## src/rtl/otsu_binarizer.sv

```systemverilog
// otsu_binarizer: applies a per-frame latched Otsu threshold to a pixel stream
// and publishes per-frame foreground/valid pixel counts at each VS falling edge.
module otsu_binarizer #(
  parameter bit          INVERT     = 1'b0,
  parameter int          CNT_W      = 19,
  parameter logic [7:0]  INIT_LEVEL = 8'd128
) (
  input  logic             iClk,
  input  logic             reset,
  input  logic             VS,
  input  logic             VGA_Read,
  input  logic [7:0]       Valor_Pixel,
  input  logic [7:0]       Level,
  output logic [7:0]       Pixel_Bin,
  output logic             Bin_Valid,
  output logic [7:0]       Level_Used,
  output logic [CNT_W-1:0] Fg_Count,
  output logic [CNT_W-1:0] Px_Count,
  output logic             Frame_Done
);
  logic             vs_d, fall, v1, fg1, fg_next, inc_fg;
  logic [CNT_W-1:0] acc_fg, acc_px, sum_fg, sum_px;
  assign fall    = vs_d & ~VS;
  assign fg_next = INVERT ? Valor_Pixel <= Level_Used : Valor_Pixel > Level_Used;
  assign inc_fg  = v1 & fg1;
  // Saturate rather than wrap so an oversized frame reads as "full", not small
  assign sum_fg  = &acc_fg ? acc_fg : acc_fg + CNT_W'(inc_fg);
  assign sum_px  = &acc_px ? acc_px : acc_px + CNT_W'(v1);
  always_ff @(posedge iClk) begin
    if (!reset) begin
      vs_d       <= 1'b1;
      v1         <= 1'b0;
      fg1        <= 1'b0;
      Pixel_Bin  <= 8'h00;
      Bin_Valid  <= 1'b0;
      Level_Used <= INIT_LEVEL;
      Fg_Count   <= '0;
      Px_Count   <= '0;
      acc_fg     <= '0;
      acc_px     <= '0;
      Frame_Done <= 1'b0;
    end else begin
      vs_d       <= VS;
      v1         <= VGA_Read;
      fg1        <= fg_next;
      Pixel_Bin  <= {8{fg1}};
      Bin_Valid  <= v1;
      Frame_Done <= fall;
      Level_Used <= fall ? Level : Level_Used;
      Fg_Count   <= fall ? acc_fg : Fg_Count;
      Px_Count   <= fall ? acc_px : Px_Count;
      // The pixel in flight at the boundary opens the new frame's tally
      acc_fg     <= fall ? CNT_W'(inc_fg) : sum_fg;
      acc_px     <= fall ? CNT_W'(v1) : sum_px;
    end
  end
endmodule
```

## config.mk

```make
export PLATFORM = sky130hd
export DESIGN_NAME = otsu_binarizer
export DESIGN_NICKNAME = d
export VERILOG_FILES = /design/src/rtl/otsu_binarizer.sv
export SDC_FILE = /design/constraint.sdc
export NUM_CORES = 1
export LEC_CHECK = 0
export CORE_ASPECT_RATIO = 0.6
export CORE_MARGIN = 2
export CORE_UTILIZATION = 52
export CTS_CLUSTER_DIAMETER = 60
export DETAILED_ROUTE_END_ITERATION = 6
export PLACE_DENSITY_LB_ADDON = 0.1
export SETUP_SLACK_MARGIN = 0.1
export SLEW_MARGIN = 20
export SYNTH_ARGS = -nofsm -noshare
export SYNTH_HDL_FRONTEND = slang
export SYNTH_SLANG_ARGS = --single-unit
```

## constraint.sdc

```tcl
create_clock -name iClk -period 2.45 [get_ports iClk]
set_input_delay 0.245 -clock iClk [delete_from_list [all_inputs] [get_ports iClk]]
set_output_delay 0.245 -clock iClk [all_outputs]
set_load 0.1 [all_outputs]
```

* After elaboration in Yosys (flattened, before gate mapping) *
Cells that the tools add are included.

word-level totals
  word-level logic and storage cells = 29
  output and inout bits = 56
  input port bits = 20
  flip-flop bits (word level) = 90

operators by class
  bitwise gates (word level) = 4
  muxes and demuxes = 4
  equality and inequality tests = 2
  reductions and logical operators = 3
  add/subtract/negate cells = 2
  $lt $le $gt $ge = 1

operator list
  cell                  number
  $add A19 B1 Y19       2
  $reduce_and A19 Y1    2
  $gt A8 B8 Y1          1
  $mux W1               4
  $ne A2 B2 Y1 const B  2
  $and A1 B1 Y1         2
  $not A1 Y1            2
  $reduce_or A2 Y1      1

* Logic depth before layout (Yosys ltp) *
Gate-level depths: netlist of the first run.

  word-level depth = 4
  depth in mapped cells = 9

* Least setup slack after synthesis of the first run *
No wires, ideal clock.

  path type = reg2reg
  from = register Level_Used[1]
  to = register fg1
  arrival = 1.951 ns
  stages on the path, launching flop included = 8
  setup slack = 0.380 ns
  cells stage by stage = dfxtp_1 -> inv_1 -> ha_1 -> nor2b_1 -> o21a_1 -> o21a_1 -> o21bai_1 -> a21oi_1

on the way
  longest elaborated chain between the ends = 1

RTL lines
  item                    line  RTL
  start, declared         16    output logic [7:0] Level_Used,
  start signal, assigned  49    Level_Used <= fall ? Level : Level_Used;
  $gt A8 B8 Y1            24    assign fg_next = INVERT ? Valor_Pixel <= Level_Used : Valor_Pixel > Level_Used;
  end signal, assigned    45    fg1 <= fg_next;
  end, declared           21    logic vs_d, fall, v1, fg1, fg_next, inc_fg;

Every way passes these cells.
A chain may end at the register's enable or synchronous reset.

* Final worst setup path of the first run *
  from = register v1
  to = register acc_fg[14]

on the way
  longest elaborated chain between the ends = 2

RTL lines
  item                    line  RTL
  start, declared         21
  start signal, assigned  44    v1 <= VGA_Read;
  $and A1 B1 Y1           25    assign inc_fg = v1 & fg1;
  $add A19 B1 Y19         27    assign sum_fg = &acc_fg ? acc_fg : acc_fg + CNT_W'(inc_fg);
  end signal, assigned    53    acc_fg <= fall ? CNT_W'(inc_fg) : sum_fg;
  end, declared           22    logic [CNT_W-1:0] acc_fg, acc_px, sum_fg, sum_px;

Every way passes these cells.

==> flow_summary.ini, run 1 <==
[logic_synthesis]
synthAdderAreaFrac_pct = 3.758
synth_compound_area_share_pct = 17.98
synth_top_family_by_area = simple AND/OR/NAND/NOR gates
syn_nets = 504
ys_seq_area_share_pct = 45.10
synthXorXnorAreaFrac_pct = 4.165
async_flop_share_pct = 0
syn-instance-count = 472
yosys.area.top_type = dfxtp_1
synth_area_leaders = dfxtp_1 45%, nand2_1 11%, a21boi_0 8.5%
synth_cell_type_count = 43
synth_mux_area_share_pct = 0
synth_top_area_share_pct = 45.10
synth_ff_type = dfxtp_1
synthSimpleGateAreaFrac_pct = 23.55
synth-edff-count = 0
synth.cell_area_sq_um = 3995
syn_avg_cell_area_sq_um = 8.464
yosys_register_bits = 90
yosysWarningCount = 0

[sta]
worstMarginPinSlew_ps = 717.5
maxSlewViolCount = 0
period_share_pct = 83.22
slew_headroom_pct = 51.80
fin_skew_ps = 5.763
setup_viol = 0
rsz0062_at_grt = false
fmax_mhz = 490.5
hold_violations = 0
fin_crit_ps = 2039
fin_setup_tns_ps = 0

[grt]
grt-ovfl-total = 0
antenna_found_initial = 0
grt_max_degree = 41
grt_usage_pct = 23.67
grt_pass1_wl_mm = 15.27
grt_pass1_vias = 3114

[critical_path]
ff2ff_setup_slack_ps = 410
worst_setup_path_end_kind = flop
r2r_start = v1
worst-setup-path-type = reg -> reg
cp_data_arrival_time_ps = 2270
crit_path_end = acc_fg[14]
path_max_fanout = 7
r2r_cells = 8
rr_endpoint = acc_fg[14]
cp-start-kind = flop
crit_start = v1
required_ps = 2690

[clocking]
clockRootBuffer = clkbuf_16
clock-sinks = 90
numCtsBuffers = 9
cts_resized = 0
hold_buffers = 0
clk-insertion-delay-late_ps = 340
clkTransAtPathRegs_ps = 60
cts_tree = built
h-tree-depth = 3
post_cts_buffers = 0
cts_buffer_depth = 2

[run_status]
status = finished clean

[final_layout]
diodes = 0
fillers = 639
fin_nets = 563
drive_gt1_share_pct = 16.45
area_growth_pct = 23.30
multi_input_area_sq_um = 1986
seqCellArea_sq_um = 1802

[floorplanning]
die_w_um = 117.2
core-area_sq_um = 7357
start_util_pct = 54.30
dieArea_sq_um = 8423
fp-row-count = 24
die_h_um = 71.90
io_pins = 76

[routing]
ant_nets = 0
dr.pass1.iters = 4
viasPerCell = 5.333
num_vias = 3408
routed.top_layer = met4
dr_wl_met3_um = 829
totalWireLength_mm = 9.052
drt-initial-drc-count = 233
wl_per_cell_um = 14.17
wl_met1_mm = 4.469
met2WireLength_mm = 3.639
drc_errors = 0

[pwr]
power.density_nw_per_um2 = 645.2
combinationalPowerShare_pct = 10.7
irDropWorstVdd_mv = 0.4781
pwr-share-seq_pct = 47.1
p_int_mw = 2.361
p_sw_mw = 0.8175
swShare_pct = 25.72
clockPowerShare_pct = 42.3
power_mw = 3.178
power_leakage_nw = 1.873

[run]
drv_cap = 0

[placement]
place_hpwl_mm = 6.446
gp_congestion = 0.8690
port_buffers = 75

[worst_hold_path]
hold_class = in -> reg
[per-layer routing]
metal / up-vias / track usage, %
li1: 1732 / -
met1: 1551 / 34.16
met2: 111 / 33.08
met3: 14 / 8.187
met4: 0 / 7.843
met5: - / 0
[synthesized netlist by cell type, drive strengths merged, types with 4 or more instances]
cell      n
a21oi    21
ha       12
and4      7
a31oi     7
a21boi   45
nand3    11
dfxtp    90
xnor2    11
nand2   114
o21ai    12
and2      9
xor2      8
clkbuf   23
o211ai    4
nand4    11
inv      11
nor2     25
buf      12
and3      4
nor3      6
[layout make-up]
cell class                 count  share of cell area, %
sequential                    90                  36.58
clock buffer                   9                  4.572
timing repair buffer          83                  13.87
multi-input combinational    336                  40.31
tap                          104                  2.642
clock inverter                 6                  1.194
inverter                      11                 0.8382
[placed cells by master, fill, tap and decap left out, types with 3 or more instances in the layout]
| cell type | synthesis | layout |
|---|---|---|
| a21boi_0 | 45 | 45 |
| a21oi_1 | 21 | 21 |
| a31oi_1 | 7 | 7 |
| and2_1 | 8 | 8 |
| and3_1 | 4 | 4 |
| and4_1 | 7 | 7 |
| buf_4 | 8 | 63 |
| clkbuf_16 | 0 | 9 |
| clkdlybuf4s50_1 | 0 | 19 |
| clkinv_2 | 0 | 4 |
| dfxtp_1 | 90 | 90 |
| ha_1 | 12 | 12 |
| inv_1 | 11 | 11 |
| nand2_1 | 114 | 114 |
| nand3_1 | 11 | 11 |
| nand4_1 | 10 | 10 |
| nor2_1 | 25 | 25 |
| nor3_1 | 5 | 5 |
| o211ai_1 | 4 | 4 |
| o21ai_0 | 11 | 11 |
| or3_1 | 3 | 3 |
| or4_1 | 3 | 3 |
| xnor2_1 | 11 | 11 |
| xor2_1 | 8 | 8 |
[through the flow]
step                      std cells  cell area (sq um)  setup WS, ps  hold WS (ps)  util, %
after global placement          624               4642         449.8         449.5    63.10
final                           639               4926         411.2         456.9    66.96
after global routing            639               4926         171.0         474.3    66.96
after floorplan                 472               3995         379.8         346.5        -
after detailed placement        624               4642         412.3         457.3    63.10
after CTS                       639               4926         399.5         450.3    66.96
[sequential cells by signal (all words and copies together), names as in the netlist]
signal,flops
vs_d,1
Fg_Count,19
acc_fg,19
Pixel_Bin,1
fg1,1
Px_Count,19
Level_Used,8
v1,1
acc_px,19
Bin_Valid,1
Frame_Done,1
[power groups by stage]
| stage | logic, mW | registers (mW) | clock network [mW] |
|---|---|---|---|
| after floorplan | 0.167 | 1.61 | 0 |
| after global placement | 0.338 | 1.53 | 0 |
| after detailed placement | 0.341 | 1.53 | 0 |
| after CTS | 0.342 | 1.50 | 1.36 |
| after global routing | 0.363 | 1.50 | 1.43 |
| final | 0.339 | 1.50 | 1.34 |
[worst min-delay path by stage]
stage	cells past startpoint	slack, ps	end	start
after floorplan	1	350	vs_d	VS
after global placement	2	450	Px_Count[11]	Px_Count[11]
after detailed placement	2	460	Px_Count[9]	Px_Count[9]
after CTS	3	450	Level_Used[5]	Level[5]
after global routing	3	470	Level_Used[2]	Level[2]
final	3	460	Level_Used[5]	Level[5]
[kinds of logic after synthesis]
logic type	after synthesis
AND/OR/NAND/NOR	200
AO/OA/AOI/OAI	105
flip-flops	90
buffers and inverters	46
XOR/XNOR	19
adder cells (fa/ha/maj)	12
[critical path, cell delays in order (launching register included)]
cell,delay (ps)
dfxtp_1,360
and2_1,160
ha_1,210
ha_1,180
and3_1,300
nand3_1,130
a21oi_1,260
a21oi_1,110
a31o_2,220
No activity file was read; power rests on OpenSTA's default activity.
==> run 2: changes to the inputs <==
==> constraint.sdc (replaced) <==
create_clock -name iClk -period 2.1 [get_ports iClk]
set_input_delay 0.21 -clock iClk [delete_from_list [all_inputs] [get_ports iClk]]
set_output_delay 0.21 -clock iClk [all_outputs]
set_load 0.1 [all_outputs]
==> run 2 against run 1 <==
Sequential power rose by 16%. Worst setup slack got worse by 250 ps. Final area rose by 0.41%. Critical path depth did not move. Die area did not move. Maximum frequency rose by 5.2%. Via count fell by 0.94%. Hold slack got worse by 26 ps. Core utilization rose by 0.27 points. Total power rose by 13%. Clock skew fell by 0.67 ps. Critical path type unchanged.
==> flow_summary.ini, run 2 (synthesized netlist as in run 1, its figures left out) <==
[floorplanning]
fp-row-count = 24
core-area_sq_um = 7357
dieArea_sq_um = 8423
die_w_um = 117.2
io_pins = 76
die_h_um = 71.90
start_util_pct = 54.30

[worst_hold_path]
worstHoldPathCells = 3
hold_class = in -> reg

[sta]
fin_crit_ps = 1938
rsz0062_at_grt = true
maxSlewViolCount = 0
fin_skew_ps = 5.089
fin_setup_tns_ps = 0
worstMarginPinSlew_ps = 407.4
period_share_pct = 92.30
holdWs_ps = 430.7
hold_violations = 0
setup_viol = 0
slew_headroom_pct = 72.74
fmax_mhz = 515.9

[routing]
viasPerCell = 5.250
drt-initial-drc-count = 245
wl_per_cell_um = 14.22
dr.pass1.iters = 4
ant_nets = 0
num_vias = 3376
totalWireLength_mm = 9.141
drc_errors = 0

[clocking]
cts_tree = built
numCtsBuffers = 9
clkTransAtPathRegs_ps = 60
clockRootBuffer = clkbuf_16
h-tree-depth = 3
clk-insertion-delay-late_ps = 340
hold_buffers = 0
clock-sinks = 90
cts_buffer_depth = 2

[placement]
port_buffers = 75
gp_congestion = 0.8651
place_hpwl_mm = 6.367

[final_layout]
fin_nets = 566
area_growth_pct = 23.80
diodes = 0
post-route-util_pct = 67.23
drive_gt1_share_pct = 18.00
layout_commonest_cell = nand2_1
layout_common_cells = 114 x nand2_1, 89 x dfxtp_1, 66 x buf_4, 45 x a21boi_0, 25 x nor2_1

[critical_path]
r2r_cells = 8
cp-start-kind = flop
worst-setup-path-type = reg -> reg
worst_setup_path_end_kind = flop
cp_data_arrival_time_ps = 2170
required_ps = 2330
path_max_fanout = 7

[grt]
grt_pass1_vias = 3132
antenna_found_initial = 0
grt_pass1_wl_mm = 15.30
grt_max_degree = 41
grt-ovfl-total = 0
grt_usage_pct = 23.54

[pwr]
irDropWorstVdd_mv = 0.4978
power_leakage_nw = 1.878
power.density_nw_per_um2 = 723.6

[run_status]
status = finished clean

[run]
drv_cap = 0
-- run 2: where the power goes --
group / switching, mW / internal (mW) / leakage, nW
combinational: 0.279 / 0.119 / 1.01
sequential: 0.0155 / 1.73 / 0.728
clock: 0.644 / 0.793 / 0.136
total: 0.938 / 2.64 / 1.88
-- run 2: worst paths after layout --
path / to / slack [ps] / startpoint
setup / recovery: acc_fg[14] / 160 / v1
hold / removal: Level_Used[4] / 430 / Level[4]
hold reg to reg: Fg_Count[11] / 460 / Fg_Count[11]
setup reg to reg: acc_fg[14] / 160 / v1
-- run 2: layout make-up --
| type | count | area [sq um] |
|---|---|---|
| clock buffer | 10 | 229.0 |
| clock inverter | 6 | 33.78 |
| fill | 659 | 2411 |
| inverter | 11 | 41.29 |
| multi-input combinational | 336 | 2003 |
| sequential | 90 | 1803 |
| tap | 104 | 130.1 |
| timing repair buffer | 86 | 705.7 |
-- run 2: metrics by stage --
| step | power [mW] | std cells | setup slack, ps | area (sq um) |
|---|---|---|---|---|
| 3_5_place_dp | 2.183 | 627 | 137.3 | 4666 |
| 3_3_place_gp | 2.176 | 627 | 190.7 | 4666 |
| 4_1_cts | 3.606 | 643 | 100.1 | 4928 |
| 5_1_grt | 3.719 | 643 | 35.17 | 4946 |
| 2_1_floorplan | 2.073 | 472 | 110.5 | 3996 |
| 6_report | 3.579 | 643 | 161.6 | 4946 |
-- run 2: per-layer routing --
metal | GRT usage [%] | wire length [um] | share of wire, % | vias to the layer above
li1 | - | - | - | 1733
met1 | 33.60 | 4550 | 50 | 1535
met2 | 33.27 | 3830 | 42 | 101
met3 | 9.607 | 668 | 7.3 | 7
met4 | 5.752 | 92 | 1.0 | 0
met5 | 0 | 0 | 0 | -
-- run 2: worst max-delay path, stage by stage, from the launching register on --
cell and delay (ps):
dfxtp_1 360, and2_1 160, ha_1 190, ha_1 180, and3_2 270, nand3_1 170
a21oi_2 200, a21oi_1 90, a31o_2 220
-- run 2: what timing repair did --
action / CTS / global route
setup endpoints to repair: 0 / 7
gates resized for setup: 0 / 5
setup buffers: 0 / 0
==> run 3: changes to the inputs <==
--- a/config.mk
+++ b/config.mk
@@ -7,7 +7,7 @@
 export LEC_CHECK = 0
 export CORE_ASPECT_RATIO = 0.6
 export CORE_MARGIN = 2
-export CORE_UTILIZATION = 52
+export CORE_UTILIZATION = 47
 export CTS_CLUSTER_DIAMETER = 60
 export DETAILED_ROUTE_END_ITERATION = 6
 export PLACE_DENSITY_LB_ADDON = 0.1
==> constraint.sdc (replaced) <==
create_clock -name iClk -period 1.6 [get_ports iClk]
set_input_delay 0.16 -clock iClk [delete_from_list [all_inputs] [get_ports iClk]]
set_output_delay 0.16 -clock iClk [all_outputs]
set_load 0.1 [all_outputs]
==> run 3 against run 2 <==
The run now ends with negative setup slack left. Core utilization increased by 15 points. Global-route usage increased by 3.5 points. Total power increased by 41%. Wire length increased by 46%. Count of clock-buffer cells in the layout increased by 1. Register-to-register slack got worse by 290 ps. Sequential cell count unchanged. Critical path depth increased by 1. Clock power increased by 44%. Clock skew increased by 2.4 ps. Sequential power increased by 33%. Critical path type unchanged. Critical endpoint is now acc_fg[6].
==> flow_summary.ini, run 3 (synthesized netlist as in run 1, its figures left out) <==
[critical_path]
ff2ff_setup_slack_ps = -130
cp_data_arrival_time_ps = 1980
critPathSlowestCell = dfxtp_4
critPathTopFamily = simple AND/OR/NAND/NOR gates
r2r_cells = 9
cpPeakStageDelay_ps = 370
worst_setup_path_end_kind = flop
path_buf_inv = 1
cp-start-kind = flop
r2r_start = v1
rr_endpoint = acc_fg[6]
crit_start = v1
cpMostUsedCell = ha_4
required_ps = 1850
cp_cell_sequence = and2_4, ha_4, ha_4, and3_4, buf_4, nand3_2, a31oi_4, xnor2_1, nor2_1
path_max_fanout = 5
worst-setup-path-type = reg -> reg

[final_layout]
diodes = 0
fin_nets = 634
layout_commonest_cell = nand2_1
area_growth_pct = 66.99
drive_gt1_share_pct = 41.68
fillers = 459
post-route-util_pct = 82.67
layout_common_cells = 109 x nand2_1, 67 x buf_4, 62 x dfxtp_1, 58 x buf_12, 45 x a21boi_0

[worst_hold_path]
holdPathEnd = Level_Used[4]
hold_start = Level[4]
hold_class = in -> reg
worstHoldPathCells = 3

[routing]
viasPerCell = 5.684
drt-initial-drc-count = 380
ant_nets = 0
drc_errors = 0
met2WireLength_mm = 6.225
totalWireLength_mm = 13.37
wl_per_cell_um = 18.70
wl_met1_mm = 5.641
num_vias = 4064
routed.top_layer = met4
dr.pass1.iters = 6
dr_wl_met3_mm = 1.105

[sta]
hold_violations = 0
fin_crit_ps = 1732
maxSlewViolCount = 0
fin_skew_ps = 7.496
setup_slack_ps = -132.4
worstMarginPinSlew_ps = 442.1
setup_viol = 19
period_share_pct = 108.3
holdWs_ps = 355.1
slew_headroom_pct = 70.22
rsz0062_at_grt = true
fin_setup_tns_ps = -1033
fmax_mhz = 577.3

[floorplanning]
dieArea_sq_um = 9278
die_w_um = 123.0
die_h_um = 75.42
start_util_pct = 49.50
io_pins = 76
core-area_sq_um = 8070
fp-row-count = 25

[pwr]
power.density_nw_per_um2 = 757.5
combinationalPowerShare_pct = 13.1
p_sw_mw = 1.383
clockPowerShare_pct = 41.1
power_leakage_nw = 2.459
swShare_pct = 27.37
p_int_mw = 3.670
pwr-share-seq_pct = 45.8
irDropWorstVdd_mv = 0.5900

[clocking]
clock-sinks = 90
clk-insertion-delay-late_ps = 350
clockRootBuffer = clkbuf_16
h-tree-depth = 3
cts_buffer_depth = 2
hold_buffers = 0
clkTransAtPathRegs_ps = 70
cts_tree = built
numCtsBuffers = 9

[run_status]
failed_checks = negative setup slack
status = complete, but fails checks

[grt]
grt_usage_pct = 27.05
antenna_found_initial = 0
grt_max_degree = 34
grt_pass1_wl_mm = 19.01
grt-ovfl-total = 0
grt_pass1_vias = 3760

[placement]
port_buffers = 75
pre_cts_ws_ps = -99.84
gp_congestion = 0.9253
place_hpwl_mm = 8.306

[run]
drv_cap = 0
[run 3: changes by cell type in the layout (fill, tap and decap cells not counted), sizes merged]
cell / before / now
buf: 67 / 135
clkbuf: 10 / 11
clkinv: 6 / 1
clkinvlp: 0 / 4
[run 3: metrics by stage]
| stage | total power, mW | std cells | cell area, sq um |
|---|---|---|---|
| 6_report | 5.054 | 715 | 6671 |
| 4_1_cts | 5.033 | 703 | 6372 |
| 3_5_place_dp | 2.995 | 678 | 5848 |
| 3_3_place_gp | 2.980 | 678 | 5848 |
| 5_1_grt | 5.168 | 715 | 6671 |
| 2_1_floorplan | 2.730 | 472 | 4146 |
[run 3: what timing repair did]
action | 4_1_cts | 5_1_grt
buffers inserted | 9 | 12
gates resized for setup | 47 | 58
hold endpoints to repair | 0 | 0
setup endpoints to repair | 37 | 39
pin swaps | 22 | 35
[run 3: metal layers]
layer	vias up	track usage, %
li1	1874	-
met1	1954	36.08
met2	194	42.66
met3	42	8.084
met4	0	8.838
met5	-	0
[run 3: power groups by stage]
stage               clock (mW)  combinational (mW)  sequential [mW]
finish                    2.08               0.663             2.31
global route              2.16               0.694             2.32
global placement             0               0.620             2.36
detailed placement           0               0.633             2.36
floorplan                    0               0.259             2.47
CTS                       2.08               0.644             2.31
[run 3: final cells by class]
cell class | instances | area [sq um] | area share [%]
clock buffer | 11 | 252.7 | 3.788
clock inverter | 5 | 38.79 | 0.5814
inverter | 11 | 41.29 | 0.6189
multi-input combinational | 336 | 2390 | 35.82
sequential | 90 | 1847 | 27.68
tap | 108 | 135.1 | 2.026
timing repair buffer | 154 | 1967 | 29.48
[run 3: tightest hold or removal path: cells and delay by family]
family,cells,cell delay [ps]
AO/OA/AOI/OAI,1,60
buffers and inverters,1,390
AND/OR/NAND/NOR,1,50
[run 3: how the worst max path moves through the flow]
stage / to / cells after the start
6_report: acc_fg[6] / 9
5_1_grt: acc_fg[18] / 8
4_1_cts: acc_fg[14] / 8
3_5_place_dp: acc_fg[18] / 8
3_3_place_gp: acc_px[13] / 5
2_1_floorplan: acc_fg[14] / 9
